**config.mk**
```make
export PLATFORM = sky130hd
export DESIGN_NAME = msi_irq_ctrl_flat
export DESIGN_NICKNAME = d
export VERILOG_FILES = /design/src/rtl/msi_irq_ctrl_pkg.sv /design/src/rtl/msi_irq_ctrl_if.sv /design/src/rtl/msi_irq_ctrl_holdoff_tmr.sv /design/src/rtl/msi_irq_ctrl.sv /design/src/flat_wrapper.sv
export SDC_FILE = /design/constraint.sdc
export NUM_CORES = 1
export LEC_CHECK = 0
export ABC_AREA = 1
export CORE_ASPECT_RATIO = 0.5
export CORE_MARGIN = 2
export CORE_UTILIZATION = 25
export CTS_BUF_LIST = sky130_fd_sc_hd__clkbuf_8
export CTS_CLUSTER_SIZE = 25
export DETAILED_ROUTE_END_ITERATION = 12
export SYNTH_ARGS = -nofsm -noshare
export SYNTH_HDL_FRONTEND = slang
export SYNTH_SLANG_ARGS = --single-unit
```
**constraint.sdc**
```tcl
create_clock -name clk -period 1.6 [get_ports clk]
set_input_delay 0.32 -clock clk [delete_from_list [all_inputs] [get_ports clk]]
set_output_delay 0.32 -clock clk [all_outputs]
set_load 0.05 [all_outputs]
```
**src/rtl/msi_irq_ctrl_pkg.sv**
```systemverilog
// Shared definitions for the MSI interrupt controller: FSM states,
// the fixed MSI vector and width helpers.
package pcie_irq_pkg;

  typedef enum logic [1:0] {
    IRQ_IDLE = 2'd0,
    IRQ_REQ  = 2'd1,
    IRQ_HOLD = 2'd2
  } irq_state_t;

  localparam logic [7:0] MSI_VEC_RXTX = 8'h00;

  function automatic int unsigned clog2(input int unsigned value);
    int unsigned result;
    result = 0;
    for (int i = 0; i < 32; i++) begin
      if (value > (32'd1 << i)) result = i + 1;
    end
    return result;
  endfunction

  // Hold-off counter must hold COAL_CYCLES-1 and never collapse to zero bits.
  function automatic int unsigned holdoff_w(input int unsigned coal_cycles);
    int unsigned w;
    w = clog2(coal_cycles + 1);
    return (w == 0) ? 1 : w;
  endfunction

endpackage

```
**src/rtl/msi_irq_ctrl_if.sv**
```systemverilog
// Endpoint CFG interrupt handshake between the controller (master)
// and the Virtex-5 PCIe endpoint (slave).
interface msi_irq_ctrl_if;

  logic       cfg_interrupt_msienable;
  logic       cfg_interrupt_rdy_n;
  logic       cfg_interrupt_n;
  logic       cfg_interrupt_assert_n;
  logic [7:0] cfg_interrupt_di;

  modport master (
    input  cfg_interrupt_msienable,
    input  cfg_interrupt_rdy_n,
    output cfg_interrupt_n,
    output cfg_interrupt_assert_n,
    output cfg_interrupt_di
  );

  modport slave (
    output cfg_interrupt_msienable,
    output cfg_interrupt_rdy_n,
    input  cfg_interrupt_n,
    input  cfg_interrupt_assert_n,
    input  cfg_interrupt_di
  );

endinterface

```
**src/rtl/msi_irq_ctrl_holdoff_tmr.sv**
```systemverilog
// Coalescing hold-off timer: loads COAL_CYCLES-1, counts down to zero
// and then rests there until the next load.
module irq_holdoff_tmr
  import pcie_irq_pkg::*;
#(
  parameter int unsigned COAL_CYCLES = 250
) (
  input  logic clk,
  input  logic rst_n,
  input  logic load,
  input  logic dec,
  output logic zero
);

  localparam int unsigned CW     = holdoff_w(COAL_CYCLES);
  localparam int unsigned LOAD_V = (COAL_CYCLES > 0) ? COAL_CYCLES - 1 : 0;

  logic [CW-1:0] cnt;

  always_ff @(posedge clk) begin
    if (!rst_n) begin
      cnt <= '0;
    end else if (load) begin
      cnt <= CW'(LOAD_V);
    end else if (dec && (cnt != '0)) begin
      cnt <= cnt - CW'(1);
    end
  end

  assign zero = (cnt == '0);

endmodule

```
**src/rtl/msi_irq_ctrl.sv**
```systemverilog
// Merges RX/TX interrupt requests into sticky pending flags and issues
// single-vector MSIs through the endpoint handshake, spaced by a hold-off window.
module msi_irq_ctrl
  import pcie_irq_pkg::*;
#(
  parameter int unsigned COAL_CYCLES = 250,
  parameter int unsigned CNT_W       = 32
) (
  input  logic               clk,
  input  logic               rst_n,
  input  logic               rx_send_irq,
  input  logic               tx_send_irq,
  msi_irq_ctrl_if.master     cfg,
  output logic [1:0]         irq_pending,
  output logic [CNT_W-1:0]   irq_served_cnt
);

  irq_state_t state;
  irq_state_t state_next;
  logic       req_n;
  logic       complete;
  logic       tmr_load;
  logic       tmr_dec;
  logic       tmr_zero;
  logic [1:0] src;

  assign src      = {tx_send_irq, rx_send_irq};
  assign complete = !req_n && !cfg.cfg_interrupt_rdy_n;

  irq_holdoff_tmr #(
    .COAL_CYCLES(COAL_CYCLES)
  ) u_holdoff (
    .clk  (clk),
    .rst_n(rst_n),
    .load (tmr_load),
    .dec  (tmr_dec),
    .zero (tmr_zero)
  );

  always_comb begin
    state_next = state;
    tmr_load   = 1'b0;
    tmr_dec    = 1'b0;
    case (state)
      IRQ_IDLE: begin
        if (cfg.cfg_interrupt_msienable && (irq_pending != 2'b00)) begin
          state_next = IRQ_REQ;
        end
      end
      // Once raised, the request is held until accepted, even if MSI is disabled.
      IRQ_REQ: begin
        if (complete) begin
          if (COAL_CYCLES == 0) begin
            state_next = IRQ_IDLE;
          end else begin
            state_next = IRQ_HOLD;
            tmr_load   = 1'b1;
          end
        end
      end
      IRQ_HOLD: begin
        tmr_dec = 1'b1;
        if (tmr_zero) state_next = IRQ_IDLE;
      end
      default: state_next = IRQ_IDLE;
    endcase
  end

  // A source pulse coinciding with completion re-arms its flag for a further MSI.
  always_ff @(posedge clk) begin
    if (!rst_n) begin
      state          <= IRQ_IDLE;
      req_n          <= 1'b1;
      irq_pending    <= 2'b00;
      irq_served_cnt <= '0;
    end else begin
      state       <= state_next;
      req_n       <= (state_next != IRQ_REQ);
      irq_pending <= (irq_pending & {2{~complete}}) | src;
      if (complete) irq_served_cnt <= irq_served_cnt + CNT_W'(1);
    end
  end

  assign cfg.cfg_interrupt_n        = req_n;
  assign cfg.cfg_interrupt_assert_n = 1'b1;
  assign cfg.cfg_interrupt_di       = MSI_VEC_RXTX;

endmodule

```
**src/flat_wrapper.sv**
```systemverilog
// flat-port wrapper written by rule: the top's interface ports become plain ports
module msi_irq_ctrl_flat import pcie_irq_pkg::*;
#(
  parameter int unsigned COAL_CYCLES = 250,
  parameter int unsigned CNT_W       = 32
)
  (clk, rst_n, rx_send_irq, tx_send_irq, irq_pending, irq_served_cnt, cfg_cfg_interrupt_msienable, cfg_cfg_interrupt_rdy_n, cfg_cfg_interrupt_n, cfg_cfg_interrupt_assert_n, cfg_cfg_interrupt_di);
  msi_irq_ctrl_if cfg_i ();
  input  logic clk;
  input  logic rst_n;
  input  logic rx_send_irq;
  input  logic tx_send_irq;
  output logic [1:0] irq_pending;
  output logic [CNT_W-1:0] irq_served_cnt;
  input wire logic [$bits(cfg_i.cfg_interrupt_msienable)-1:0] cfg_cfg_interrupt_msienable;
  input wire logic [$bits(cfg_i.cfg_interrupt_rdy_n)-1:0] cfg_cfg_interrupt_rdy_n;
  output wire logic [$bits(cfg_i.cfg_interrupt_n)-1:0] cfg_cfg_interrupt_n;
  output wire logic [$bits(cfg_i.cfg_interrupt_assert_n)-1:0] cfg_cfg_interrupt_assert_n;
  output wire logic [$bits(cfg_i.cfg_interrupt_di)-1:0] cfg_cfg_interrupt_di;
  assign cfg_i.cfg_interrupt_msienable = cfg_cfg_interrupt_msienable;
  assign cfg_i.cfg_interrupt_rdy_n = cfg_cfg_interrupt_rdy_n;
  assign cfg_cfg_interrupt_n = cfg_i.cfg_interrupt_n;
  assign cfg_cfg_interrupt_assert_n = cfg_i.cfg_interrupt_assert_n;
  assign cfg_cfg_interrupt_di = cfg_i.cfg_interrupt_di;
  msi_irq_ctrl #(.COAL_CYCLES(COAL_CYCLES), .CNT_W(CNT_W)) u_core (.clk(clk), .rst_n(rst_n), .rx_send_irq(rx_send_irq), .tx_send_irq(tx_send_irq), .cfg(cfg_i), .irq_pending(irq_pending), .irq_served_cnt(irq_served_cnt));
endmodule
```
Word level (Yosys, flattened, before mapping)
Index checks and enable logic that the tools add are counted.
- add/subtract/negate cells: 2
- equal/unequal tests: 3
- multiplexer cells: 9
- bitwise logic cells: 4
- reduce and logical (&&, ||, !) cells: 11
- operators by type and width (operator ; count):
    adder 32 x 1 -> 32 bit, second input constant ; 1
    two-way mux 8 bit ; 2
    zero test 8 bit ; 1
    nonzero test 8 bit ; 1
    subtractor 8 x 1 -> 8 bit, second input constant ; 1
    two-way mux 2 bit ; 3
    case mux 2 bit (3 select lines) ; 1
    nonzero test 2 bit ; 2
    logical AND 1 bit ; 3
    two-way mux 1 bit ; 3
    bitwise AND 2 bit ; 1
    equality test 2 x 1 -> 1 bit, second input constant ; 1
    equality test 2 bit, second input constant ; 1
    zero test 1 bit ; 2
    zero test 2 bit ; 1
    != test 2 x 1 -> 1 bit, second input constant ; 1
    NOT 1 bit ; 2
    bitwise OR 2 bit ; 1
    OR reduction 2 bit ; 1
- register bits: 45
- output and inout port bits: 44
- logic and storage cells: 35

Longest topological paths before layout
- depth in word-level cells: 5
- mapped depth: 10

Cells and area by module
From an unflattened synthesis, not the netlist that was laid out.
- cell total of the unflattened synthesis: 391
- area total of the unflattened synthesis: 2591.2 sq um
- by module, submodules not included (module ; instances ; cells an instance ; area an instance (sq um) ; seq. area each (sq um)):
    msi_irq_ctrl ; 1 ; 306 ; 2031.9 ; 740.7
    irq_holdoff_tmr ; 1 ; 85 ; 559.3 ; 160.2

Worst setup path after synthesis
OpenSTA, ideal clock, no wires.
- kind: reg2reg
- from: reg u_core.irq_served_cnt[0]
- to: reg u_core.irq_served_cnt[28]
- library setup time: 0.117 ns
- data arrival time: 1.639 ns
- data required time: 1.483 ns
- path slack: -0.156 ns
- stages on the path, launching flop included: 9
- period minus slack after synthesis: 1.756 ns
- path through: dfxtp_1 -> ha_1 -> nand2_2 -> nor2_4 -> nand3_2 -> nor2_4 -> nand3_1 -> nand2_1 -> nor2_1
- word-level cells in the longest chain between the ends: 1
- ends and longest elaborated chain (element ; RTL line ; RTL):
    from (decl) ; msi_irq_ctrl.sv:15 ; output logic [CNT_W-1:0] irq_served_cnt
    from (signal assigned) ; msi_irq_ctrl.sv:80 ; if (complete) irq_served_cnt <= irq_served_cnt + CNT_W'(1);
    adder 32 x 1 -> 32 bit ; msi_irq_ctrl.sv:80 ;
Every way passes these cells.
A chain may end at the register's enable or synchronous reset.

Worst setup path after layout
- from: reg u_core.irq_served_cnt[1]
- to: reg u_core.irq_served_cnt[28]
The elaborated chain is that of the path after synthesis.

==> flow_metrics.env <==
export IMPL_worst_hold_path_endpoint="u_core.irq_served_cnt[9]"
export IMPL_drt_first_pass_iters=4
export IMPL_effective_utilization_at_floorplan=0.263
export IMPL_clkTransAtPathRegs_ns=0.09
export IMPL_reg_to_reg_startpoint="u_core.irq_served_cnt[1]"
export IMPL_min_from="u_core.irq_served_cnt[9]"
export IMPL_hold_fix_buffers_at_cts=0
export IMPL_finalSetupViolCount=0
export IMPL_overflow=0
export IMPL_gpl_final_weighted_congestion=0.788
export IMPL_synthDominantAreaCellType="dfxtp_1"
export IMPL_power_combinational_fraction=0.105
export IMPL_finish_instance_area_sq_um=3680
export IMPL_clock_sinks=45
export IMPL_grt_pass1_wl_um=10700
export IMPL_groute_usage_overall=0.124
export IMPL_hold_path_class="reg -> reg"
export IMPL_port_buffers=40
export IMPL_crit_arrival_ns=1.63
export IMPL_run_status="completed"
export IMPL_die_height_um=75.2
export IMPL_r2r_end="u_core.irq_served_cnt[28]"
export IMPL_ctsLongestPathBuffers=2
export IMPL_wl_um=6410
export IMPL_grt_setup_unrepaired="yes"
export IMPL_synth_top_cells_by_area="dfxtp_1 (36%), nand2_1 (11%), nor2_1 (11%)"
export IMPL_p_clk_frac=0.350
export IMPL_yosys_warnings=0
export IMPL_final_layout_size_suffix_gt1_frac=0.236
export IMPL_timing_reg2reg_worst_path_depth=8
export IMPL_required_ns=1.80
export IMPL_yosys_register_bits=45
export IMPL_detailedRoute_firstIterationViolations=159
export IMPL_syn_avg_cell_area_sq_um=6.67
export IMPL_finalCoreUtilization=0.382
export IMPL_ff_latch_area_sq_um=913
export IMPL_end_kind="flop"
export IMPL_crit_fanout=4
export IMPL_cellLeakagePower_nw=1.58
export IMPL_fillers=1010
export IMPL_holdPathStages=2
export IMPL_layout_worst_path_cycle_share=0.894
export IMPL_worst_path_buf_inv=0
export IMPL_clockRootBuffer="clkbuf_8"
export IMPL_worst_stage_delay_on_the_critical_path_ns=0.37
export IMPL_timing_setup_critical_path_class="reg -> reg"
export IMPL_dpl_instance_area_sq_um=3560
export IMPL_achievable_frequency_ghz=0.699
export IMPL_grt_antenna_before_repair=0
export IMPL_vias_per_cell=4.30
export IMPL_h_tree_lvls=2
export IMPL_wl_per_cell_um=11.0
export IMPL_largest_net_degree_at_the_start_of_global_routing=14
export IMPL_crit_path_cell_trace="ha_1 -> nand2_2 -> nor2_4 -> nand3_2 -> nor2_4 -> nand3_1 -> nand2_1 -> nor2_1"
export IMPL_final_max_slew_violation_count=0
export IMPL_worst_path_most_repeated_cell="nor2_4"
export IMPL_die_area_sq_um=11000
export IMPL_yosys_area_top_type_share=0.355
export IMPL_dp_hpwl_um=5050
export IMPL_powerDensity_nw_per_um2=573
export IMPL_cts_tree="built"
export IMPL_timing_critical_path_from_type="flop"
export IMPL_antennaDiodeCount=0
export IMPL_power_internal_w=0.00154
export IMPL_reg2reg_slack_ns=0.17
export IMPL_worst_clock_skew_ns=0.00864
export IMPL_maxCapViolations=0
export IMPL_number_of_global_route_vias_before_repair=2281
export IMPL_p_seq_frac=0.545
export IMPL_power_switching_w=0.000567
export IMPL_synth_sequential_area_ratio=0.355
export IMPL_clk_insertion_delay_late_ns=0.31
export IMPL_synthesis_instances=380
export IMPL_finalHoldViolCount=0
export IMPL_multiInputGateArea_sq_um=1370
export IMPL_ys_types=32
export IMPL_detailroute_via_count=2513
export IMPL_ios=50
export IMPL_num_nets_final=458
export IMPL_critical_path_top_delay_family="simple AND/OR/NAND/NOR gates"
export IMPL_netlist_area_sq_um=2530
export IMPL_die_w_um=146
export IMPL_synthToLayoutAreaGrowth_pct=45.3
export IMPL_power_switching_share=0.269
export IMPL_power_ir_vdd_worst_uv=242
export IMPL_cts_made_buffers=5
export IMPL_core_area_sq_um=9630
export IMPL_detail_route_drc_violations=0
export IMPL_time_the_final_worst_path_needs_with_i_o_delays_and_setup_ns=1.43
export IMPL_floorplan_rows=25
export IMPL_route_antenna_remaining_nets=0
export IMPL_worst_path_max_delay_cell="dfxtp_2"
cell usage in the layout (no fill, tap or decap), types with 3 or more instances in the layout:
master	n
dfxtp_2	10
buf_4	33
o21ai_0	12
nand2_1	77
nand2_2	3
nor2_1	74
dfxtp_1	35
conb_1	9
clkbuf_8	6
clkdlybuf4s50_1	4
xor2_1	4
inv_1	59
a21oi_1	15
nand3_2	3
nor2_4	7
nand3_1	25
nor3_1	5
buf_12	31
nand4_1	16
cells in the mapped netlist (all sizes together):
cell type,n
a211oi,1
a21oi,15
buf,11
clkbuf,2
conb,2
dfxtp,45
ha,2
inv,60
nand2,80
nand3,30
nand3b,2
nand4,18
nor2,84
nor3,5
nor3b,3
o21a,1
o21ai,12
o21bai,2
o31ai,1
xor2,4
metrics by stage:
stage	std cells	power, W	TNS [ns]	hold WS (ns)	setup WS (ns)
final	585	0.00211	0	0.483	0.169
after global routing	585	0.00221	0	0.495	0.00620
after CTS	584	0.00213	0	0.482	0.0723
after detailed placement	577	0.00140	-5.29	0.468	-0.241
after global placement	577	0.00140	-4.60	0.464	-0.209
after floorplan	387	0.00134	0	0.437	0.00134
power groups by stage:
stage / logic, W / clock network, W / registers, W
global route: 0.000241 / 0.000819 / 0.00115
detailed placement: 0.000222 / 0 / 0.00118
floorplan: 0.000135 / 0 / 0.00121
CTS: 0.000222 / 0.000762 / 0.00115
finish: 0.000221 / 0.000737 / 0.00115
global placement: 0.000220 / 0 / 0.00118
cell families (layout without fill, tap and decap cells):
group | count (synthesis) | count (layout) | synth area share
AOI/OAI and AO/OA | 32 | 32 | 0.0696
DFF | 45 | 45 | 0.355
and+or+nand+nor | 222 | 222 | 0.427
xor gates and xnor gates | 4 | 4 | 0.0138
buffers and inverters | 73 | 136 | 0.121
other | 2 | 9 | 0.00296
adders and majority gates | 2 | 2 | 0.00987
how the worst max path moves through the flow:
stage | start | end | slack (ns) | cells past startpoint
after floorplan | u_core.irq_served_cnt[3] | u_core.irq_served_cnt[18] | 0.001 | 7
after global placement | cfg_cfg_interrupt_rdy_n | u_core.irq_served_cnt[23] | -0.21 | 7
after detailed placement | cfg_cfg_interrupt_rdy_n | u_core.irq_served_cnt[28] | -0.24 | 9
after CTS | u_core.u_holdoff.cnt[0] | u_core.u_holdoff.cnt[4] | 0.07 | 10
after global routing | u_core.u_holdoff.cnt[0] | u_core.u_holdoff.cnt[4] | 0.006 | 10
final | u_core.irq_served_cnt[1] | u_core.irq_served_cnt[28] | 0.17 | 8
sequential cells by signal, indices dropped and copies added (netlist names):
signal	count
u_core.state	2
u_core.irq_served_cnt	32
u_core.u_holdoff.cnt	8
u_core.irq_pending	2
u_core.cfg.cfg_interrupt_n	1
final cells by class:
cell class | count | share of cell area
repair buffers | 69 | 0.250
flip-flops and latches | 45 | 0.248
multi-input cells | 269 | 0.371
clock buffers | 6 | 0.0224
clock inverters | 1 | 0.00102
well taps | 135 | 0.0459
inverters | 60 | 0.0612
worst min-delay path, cell delays in order, from the launching register on:
cell,delay [ns]
dfxtp_2,0.35
inv_1,0.05
a21oi_1,0.05
metal layers:
metal	vias to the layer above	wire length [um]	GRT usage	share of wire
li1	1318	-	-	-
met1	1137	3050	0.157	0.48
met2	53	2900	0.206	0.45
met3	5	391	0.0358	0.061
met4	0	68	0.0485	0.011
met5	-	0	0	0
repair_timing:
action	CTS	global route
gates resized for setup	0	10
endpoints found under the setup margin	0	12
buffers inserted	0	1
Power figures use the tool's default switching activity.
